--- src/rtl/object_rect_animator_pkg.sv ---
// Shared definitions for the animated rectangle object: default VGA active
// area, internal coordinate width and the display-mode encodings.
package object_rect_animator_pkg;

    localparam int H_ACTIVE_DEFAULT = 640;
    localparam int V_ACTIVE_DEFAULT = 480;

    // Position and extent arithmetic is done one bit wider than the counters
    // so that x + OBJ_W - 1 never wraps.
    localparam int POS_W = 11;

    typedef enum logic [1:0] {
        MODE_STATIC_TOP    = 2'd0,
        MODE_STATIC_CENTER = 2'd1,
        MODE_HIDDEN        = 2'd2,
        MODE_BOUNCE        = 2'd3
    } mode_t;

endpackage

--- src/rtl/object_rect_animator_vga_frame_tick.sv ---
// One-clock frame pulse generator. Fires once when the sync counters first
// reach the start of vertical blanking, however long they dwell there.
module vga_frame_tick #(
    parameter int V_ACTIVE = 480
) (
    input  logic       clk,
    input  logic       reset,
    input  logic [9:0] HCount,
    input  logic [9:0] VCount,
    output logic       frame_tick
);

    logic cond;
    logic cond_q;

    // Start-of-blanking detect: first pixel of the first non-visible line.
    always_comb begin
        cond = (HCount == 10'd0) && (VCount == 10'(V_ACTIVE));
    end

    // Rising-edge detect of the blanking condition, registered as the pulse.
    always_ff @(posedge clk) begin
        if (reset) begin
            cond_q     <= 1'b0;
            frame_tick <= 1'b0;
        end else begin
            cond_q     <= cond;
            frame_tick <= cond & ~cond_q;
        end
    end

endmodule

--- src/rtl/object_rect_animator.sv ---
// Rectangle object for the VGA pipeline: static top/centre layouts, a hidden
// mode, and a bouncing animation that advances once per frame. The pixel-on
// decision and colour are registered, one clock behind the counters.
module object_rect_animator
    import object_rect_animator_pkg::*;
#(
    parameter int         H_ACTIVE = H_ACTIVE_DEFAULT,
    parameter int         V_ACTIVE = V_ACTIVE_DEFAULT,
    parameter int         OBJ_W    = 110,
    parameter int         OBJ_H    = 110,
    parameter int         X_HOME   = 264,
    parameter int         Y_TOP    = 48,
    parameter int         Y_CENTER = 182,
    parameter int         STEP     = 2,
    parameter logic [7:0] COLOR    = 8'hE0
) (
    input  logic       clk,
    input  logic       reset,
    input  logic [9:0] HCount,
    input  logic [9:0] VCount,
    input  logic       square_select,
    input  logic       full_screen,
    input  logic       move_en,
    output logic       obj_on,
    output logic [7:0] obj_rgb,
    output logic       frame_tick
);

    localparam logic [POS_W-1:0] X_MAX    = POS_W'(H_ACTIVE - OBJ_W);
    localparam logic [POS_W-1:0] Y_MAX    = POS_W'(V_ACTIVE - OBJ_H);
    localparam logic [POS_W-1:0] STEP_P   = POS_W'(STEP);
    localparam logic [POS_W-1:0] X_HOME_P = POS_W'(X_HOME);
    localparam logic [POS_W-1:0] Y_TOP_P  = POS_W'(Y_TOP);
    localparam logic [POS_W-1:0] Y_CEN_P  = POS_W'(Y_CENTER);
    localparam logic [POS_W-1:0] W_M1     = POS_W'(OBJ_W - 1);
    localparam logic [POS_W-1:0] H_M1     = POS_W'(OBJ_H - 1);

    mode_t            mode, mode_next;
    logic [POS_W-1:0] x, x_next;
    logic [POS_W-1:0] y, y_next;
    logic             dx_pos, dx_pos_next;
    logic             dy_pos, dy_pos_next;
    logic [POS_W-1:0] x_r, y_b;
    logic [POS_W-1:0] h_pos, v_pos;
    logic             obj_on_d;

    vga_frame_tick #(
        .V_ACTIVE (V_ACTIVE)
    ) u_frame_tick (
        .clk        (clk),
        .reset      (reset),
        .HCount     (HCount),
        .VCount     (VCount),
        .frame_tick (frame_tick)
    );

    // Mode, position and direction registers; everything moves only on a tick.
    always_ff @(posedge clk) begin
        if (reset) begin
            mode   <= MODE_STATIC_TOP;
            x      <= X_HOME_P;
            y      <= Y_TOP_P;
            dx_pos <= 1'b1;
            dy_pos <= 1'b1;
        end else begin
            mode   <= mode_next;
            x      <= x_next;
            y      <= y_next;
            dx_pos <= dx_pos_next;
            dy_pos <= dy_pos_next;
        end
    end

    // Next mode from the layout inputs, and the position that goes with it.
    // The first tick in BOUNCE only arms the directions; later ticks move.
    always_comb begin
        mode_next   = mode;
        x_next      = x;
        y_next      = y;
        dx_pos_next = dx_pos;
        dy_pos_next = dy_pos;
        if (frame_tick) begin
            if (full_screen) begin
                mode_next = square_select ? MODE_STATIC_CENTER : MODE_HIDDEN;
            end else begin
                mode_next = move_en ? MODE_BOUNCE : MODE_STATIC_TOP;
            end
            case (mode_next)
                MODE_STATIC_TOP: begin
                    x_next = X_HOME_P;
                    y_next = Y_TOP_P;
                end
                MODE_STATIC_CENTER: begin
                    x_next = X_HOME_P;
                    y_next = Y_CEN_P;
                end
                MODE_BOUNCE: begin
                    if (mode != MODE_BOUNCE) begin
                        dx_pos_next = 1'b1;
                        dy_pos_next = 1'b1;
                    end else begin
                        if (dx_pos) begin
                            if (x + STEP_P > X_MAX) begin
                                x_next      = X_MAX;
                                dx_pos_next = 1'b0;
                            end else begin
                                x_next = x + STEP_P;
                            end
                        end else begin
                            if (x < STEP_P) begin
                                x_next      = '0;
                                dx_pos_next = 1'b1;
                            end else begin
                                x_next = x - STEP_P;
                            end
                        end
                        if (dy_pos) begin
                            if (y + STEP_P > Y_MAX) begin
                                y_next      = Y_MAX;
                                dy_pos_next = 1'b0;
                            end else begin
                                y_next = y + STEP_P;
                            end
                        end else begin
                            if (y < STEP_P) begin
                                y_next      = '0;
                                dy_pos_next = 1'b1;
                            end else begin
                                y_next = y - STEP_P;
                            end
                        end
                    end
                end
                default: begin
                end
            endcase
        end
    end

    // Inclusive hit test against the currently registered position.
    always_comb begin
        h_pos    = {1'b0, HCount};
        v_pos    = {1'b0, VCount};
        x_r      = x + W_M1;
        y_b      = y + H_M1;
        obj_on_d = (mode != MODE_HIDDEN) &&
                   (h_pos >= x) && (h_pos <= x_r) &&
                   (v_pos >= y) && (v_pos <= y_b);
    end

    // Registered pixel decision and colour, kept aligned with each other.
    always_ff @(posedge clk) begin
        if (reset) begin
            obj_on  <= 1'b0;
            obj_rgb <= 8'h00;
        end else begin
            obj_on  <= obj_on_d;
            obj_rgb <= obj_on_d ? COLOR : 8'h00;
        end
    end

endmodule

--- config.mk ---
export PLATFORM = sky130hd
export DESIGN_NAME = object_rect_animator
export DESIGN_NICKNAME = d
export VERILOG_FILES = /design/src/rtl/object_rect_animator_pkg.sv /design/src/rtl/object_rect_animator_vga_frame_tick.sv /design/src/rtl/object_rect_animator.sv
export SDC_FILE = /design/constraint.sdc
export NUM_CORES = 1
export LEC_CHECK = 0
export CAP_MARGIN = 20
export CORE_MARGIN = 5
export CORE_UTILIZATION = 48
export DETAILED_ROUTE_END_ITERATION = 6
export GPL_ROUTABILITY_DRIVEN = 0
export PLACE_DENSITY = 0.83
export SLEW_MARGIN = 20
export SYNTH_ARGS = -nofsm -noshare
export SYNTH_HDL_FRONTEND = slang
export SYNTH_HIERARCHICAL = 1
export SYNTH_SLANG_ARGS = --single-unit
--- constraint.sdc ---
create_clock -name clk -period 2.33 [get_ports clk]
set_input_delay 0.699 -clock clk [delete_from_list [all_inputs] [get_ports clk]]
set_output_delay 0.699 -clock clk [all_outputs]
set_load 0.1 [all_outputs]
==> impl_metrics.toml, run 1 <==
[run_status]
status = "completed"

[die]
die_h_um = 92.9
coreArea_um2 = 6760
fp-row-count = 30
ioPinCount = 35
die_x_um = 92.9
start_util_pct = 48.8
die_area_um2 = 8630

[sta]
hold_viol_final = 0
worst_pin_slew_ns = 0.529
fin_ws_ns = 0.0882
rsz0062_at_grt = "true"
slew_headroom_pct = 64.7
slew_violations = 0
timing.final.crit_share_pct = 96.2
period_minus_slack_ns = 2.24
holdWs_ns = 0.490
setup_tns_ns = 0
setup_viol = 0
clock.fmax_mhz = 446
finClkSkew_ns = 0.0152

[final_layout]
nets = 566
nFillCells = 572
areaGrowthSynthToFinish_pct = 23.6
drive_above_1_share_pct = 19.4
insertedDiodeCount = 0

[clock_network]
clock_latency_ns = 0.29
cts_buffers = 3
cts_sinks = 27
clock-root-buffer = "clkbuf_8"
clock_path_buffers = 2
clkTransAtPathRegs_ns = 0.11
tritoncts = "built"
h-tree-depth = 1
cts_hold_buffers = 0

[detailed_routing]
first_iter_violations = 278
routed_wl_um = 9990
vias_per_cell = 6.28
route.detailed.drc = 0
drt_first_pass_iters = 5
via_count = 3642
ant_nets = 0
routedWlPerCell_um = 17.2

[worst_setup_path]
path_cells = "ha_2 > nand3_1 > or3_1 > and2_1 > o211a_1 > or3_1 > a21oi_1"
cp.required_ns = 2.55
start_kind = "flop"
crit_family = "simple AND/OR/NAND/NOR gates"
path_max_fanout = 9
end_kind = "flop"
critPathBufInv = 0
cp_slowest_cell = "dfxtp_2"
crit_arrival_ns = 2.46
worstSetupPathType = "flop to flop"
path_common_cell = "or3_1"
critPathMaxStageDelay_ns = 0.46

[power]
sw_frac_of_total_pct = 31.1
intPower_uw = 679
seqPwrFrac_pct = 46.9
power.leakage_nw = 1.63
clkPwrFrac_pct = 30.2
ir_drop_v = 0.000142
powerDensity_nw_per_um2 = 242
comb_power_share_pct = 22.9
total_power_uw = 986
p_sw_uw = 307

[global_route]
grt_start_max_net_pins = 17
grt_pass1_wl_um = 16000
grt.total_usage_pct = 22.5
grt_pass1_vias = 3388
overflow = 0
antenna_found_initial = 0

[min_path]
hold_class = "flop to flop"

[synthesis]
synth_edf_count = 0
ys_seq_area_share_pct = 16.4
synth_cells = 434
syn_avg_cell_area_um2 = 7.60
synth_ff_type = "dfxtp_1"
synth.cell_area_um2 = 3300
synth-async-reset-ratio_pct = 0
synth_seq_cells = 27
ys_warn_count = 6
ys_types = 72

[placed_design]
dp.final_hpwl_um = 7860
dp_slack_ns = -0.212
io_buffers = 29

[flow_run]
maxCapViolCount = 0
[registers in the layout, summed over array words and instances (netlist names)]
register	count
dx_pos	1
dy_pos	1
mode	2
obj_rgb	1
u_frame_tick/cond_q	1
u_frame_tick/frame_tick	1
x	10
y	10
[path summary, 6_finish.rpt]
check / from / end / cells past startpoint / slack (ns)
min: u_frame_tick/cond_q / u_frame_tick/frame_tick / 2 / 0.49
min reg2reg: u_frame_tick/cond_q / u_frame_tick/frame_tick / 2 / 0.49
max: x[2] / x[1] / 7 / 0.09
max reg2reg: x[2] / x[1] / 7 / 0.09
[power by group through the flow]
| stage | combinational (mW) | clock [mW] | sequential (mW) |
|---|---|---|---|
| floorplan | 0.125 | 0 | 0.477 |
| global placement | 0.216 | 0 | 0.473 |
| detailed placement | 0.222 | 0 | 0.473 |
| CTS | 0.223 | 0.302 | 0.462 |
| global route | 0.244 | 0.315 | 0.463 |
| finish | 0.226 | 0.298 | 0.462 |
[Yosys cell counts (3+ instances only)]
master,instances,area share [%]
a21boi_0,3,0.68
or3_1,6,1.1
nand4_1,15,2.8
nand3_1,22,3.3
buf_4,12,2.7
nand2b_1,7,1.3
and2_1,4,0.76
buf_2,8,1.2
dfxtp_1,27,16
a21oi_1,33,5.0
xor2_1,4,1.1
o211ai_1,5,1.1
xnor2_1,17,4.5
and3_1,4,0.76
o2bb2ai_1,3,0.80
a21o_1,7,1.6
nor2_1,34,3.9
buf_6,3,1.0
ha_1,40,15
clkbuf_1,9,1.0
nand2_1,27,3.1
nor4_1,8,1.5
a211o_1,3,0.80
o21ai_0,26,3.9
a31oi_1,11,2.1
nor3_1,11,1.7
o21a_1,3,0.68
a211oi_1,3,0.68
inv_1,21,2.4
[layout by cell type, fill, tap and decap left out, types with 15 or more instances in the layout]
| cell | count |
|---|---|
| a21oi_1 | 33 |
| buf_4 | 66 |
| clkdlybuf4s50_1 | 23 |
| dfxtp_1 | 19 |
| ha_1 | 37 |
| inv_1 | 21 |
| nand2_1 | 27 |
| nand3_1 | 22 |
| nand4_1 | 15 |
| nor2_1 | 34 |
| o21ai_0 | 26 |
| xnor2_1 | 17 |
[cell type report]
| cell class | instances | area (µm²) | share of cell area [%] |
|---|---|---|---|
| multi-input combinational | 356 | 2540 | 62.4 |
| timing repair buffer | 91 | 749 | 18.4 |
| sequential | 27 | 551 | 13.5 |
| tap | 80 | 100 | 2.46 |
| inverter | 22 | 82.6 | 2.03 |
| clock buffer | 3 | 41.3 | 1.01 |
| clock inverter | 1 | 7.51 | 0.184 |
[through the flow]
step / cells / util, % / area, µm²
after floorplan: 438 / - / 3310
after global placement: 574 / 58.3 / 3940
after detailed placement: 574 / 58.3 / 3940
after CTS: 579 / 59.2 / 4000
after global routing: 580 / 60.3 / 4080
final: 580 / 60.3 / 4080
[kinds of logic after synthesis]
kind of cell | synth area share [%]
AOI/OAI and AO/OA | 28.5
xor gates and xnor gates | 5.58
adders and majority gates | 15.2
buffers and inverters | 8.65
DFF | 16.4
muxes | 0.607
other | 0.114
and+or+nand+nor | 25.0
[worst register-to-register path: stages (launching register included)]
cell and delay [ns]:
dfxtp_2 0.46, ha_2 0.27, nand3_1 0.10, or3_1 0.35, and2_1 0.19, o211a_1 0.35, or3_1 0.34, a21oi_1 0.12
[what timing repair did]
action,CTS,global route
pin swaps,1,6
setup buffers,1,1
gates resized for setup,2,19
setup endpoints to repair,5,14
[layer usage]
metal | global-route usage (%) | wire length [µm]
met5 | 0 | 0
met1 | 29.0 | 4200
met3 | 3.33 | 680
met2 | 39.1 | 4890
met4 | 5.98 | 221
Note: power is estimated with default switching activity, not from simulation.
==> run 2, diff against run 1 <==
CORE_MARGIN = not set   (was 5)
==> run 2 against run 1 <==
Against the previous run: highest routed layer unchanged; non-clock buffer count up 5; cell count up 0.34%; cell area up 0.25%; critical endpoint is now obj_rgb[6]; sequential share of layout area down 0.064 points; count of clock-buffer cells in the layout unchanged; register-to-register slack worse by 0.02 ns; combinational power up 4%; clock skew down 0.0091 ns; the flow now finishes with violations (DRC); fmax down 3.3%.
==> impl_metrics.toml, run 2 (synthesis results as in run 1) <==
[sta]
finClkSkew_ns = 0.00605
holdWs_ns = 0.500
worst_pin_slew_ns = 0.519
slew_violations = 0
slew_headroom_pct = 65.3
clock.fmax_mhz = 431
period_minus_slack_ns = 2.32
hold_viol_final = 0
setup_viol = 0
setup_tns_ns = 0
timing.final.crit_share_pct = 99.5

[global_route]
grt_pass1_vias = 3594
grt.total_usage_pct = 28.5
antenna_found_initial = 0
overflow = 0
grt_start_max_net_pins = 16
grt_pass1_wl_um = 16600

[clock_network]
clock-root-buffer = "clkbuf_8"
clock_path_buffers = 2
tritoncts = "built"
h-tree-depth = 1
cts_sinks = 27
cts_hold_buffers = 0
cts_buffers = 3
clock_latency_ns = 0.29
clkTransAtPathRegs_ns = 0.11

[detailed_routing]
first_iter_violations = 266
routedWlPerCell_um = 17.3
ant_nets = 0
vias_per_cell = 6.38
routed_wl_um = 10100
via_count = 3712
drt_first_pass_iters = 7
route.detailed.drc = 2

[final_layout]
nets = 571
reg_top3 = "x (10), y (10), mode (2)"
drive_above_1_share_pct = 20.2
final_common_cell = "buf_4"
layout_common_cells = "buf_4 (72), ha_1 (39), nor2_1 (34)"
final_util_pct = 62.9
insertedDiodeCount = 0
areaGrowthSynthToFinish_pct = 23.9

[worst_setup_path]
path_max_fanout = 2
start_kind = "input port"
worstSetupPathType = "input port to flop"
cp.required_ns = 2.57
crit_arrival_ns = 2.56
end_kind = "flop"
ff2ff_path_depth = 9

[power]
intPower_uw = 682
clkPwrFrac_pct = 29.6
ir_drop_v = 0.000180
sw_frac_of_total_pct = 31.1
total_power_uw = 990
powerDensity_nw_per_um2 = 242
seqPwrFrac_pct = 46.7
p_sw_uw = 308
comb_power_share_pct = 23.8
power.leakage_nw = 1.65

[die]
die_area_um2 = 7200
start_util_pct = 50.8
ioPinCount = 35
coreArea_um2 = 6490
die_x_um = 84.9
die_h_um = 84.9
fp-row-count = 29

[min_path]
whs_path_depth = 2
hold_class = "flop to flop"

[placed_design]
io_buffers = 29
dp.final_hpwl_um = 7890

[run_status]
violations = "DRC"
status = "complete, but fails checks"

[flow_run]
maxCapViolCount = 0
==> run 2: repair_timing <==
action,CTS,global route
endpoints found under the setup margin,1,14
gates resized for setup,0,17
setup buffers,0,2
pin swaps,1,6
gates cloned,0,0
==> run 2: cell type report <==
type | count | area (µm²)
Clock inverter | 1 | 5.00
Sequential cell | 27 | 549
Tap cell | 77 | 96.3
Fill cell | 517 | 2410
Timing Repair Buffer | 96 | 781
Multi-Input combinational cell | 356 | 2530
Inverter | 22 | 82.6
Clock buffer | 3 | 41.3
==> run 2: through the flow <==
stage	setup WS [ns]	cells	cell area (µm²)
finish	0.0119	582	4090
global route	-0.0969	582	4090
CTS	0.00191	580	4020
detailed placement	-0.225	576	3970
global placement	-0.171	576	3970
floorplan	0.0133	438	3310
==> run 2: worst paths after layout <==
check / slack [ns] / endpoint / startpoint
max: 0.01 / obj_rgb[6] / VCount[4]
min: 0.50 / u_frame_tick/frame_tick / u_frame_tick/cond_q
max reg2reg: 0.07 / obj_rgb[6] / y[5]
min reg2reg: 0.50 / u_frame_tick/frame_tick / u_frame_tick/cond_q
==> run 2: power by group through the flow <==
stage,combinational [mW],clock (mW),sequential [mW]
after floorplan,0.125,0,0.477
after global placement,0.219,0,0.473
after detailed placement,0.228,0,0.473
after CTS,0.228,0.298,0.462
after global routing,0.256,0.315,0.462
final,0.235,0.293,0.462
==> run 2: layer usage <==
layer | up-vias | global-route usage (%) | share of wire (%)
li1 | 1772 | - | -
met1 | 1737 | 35.3 | 41
met2 | 168 | 50.3 | 49
met3 | 35 | 4.28 | 7.2
met4 | 0 | 9.86 | 2.9
met5 | - | 0 | 0
==> run 2: critical path: stages <==
cell             delay [ns]
clkdlybuf4s50_1        0.45
ha_1                   0.33
a21o_1                 0.17
a21o_1                 0.19
a221oi_2               0.28
o21ai_0                0.12
o311ai_0               0.10
and4_1                 0.22
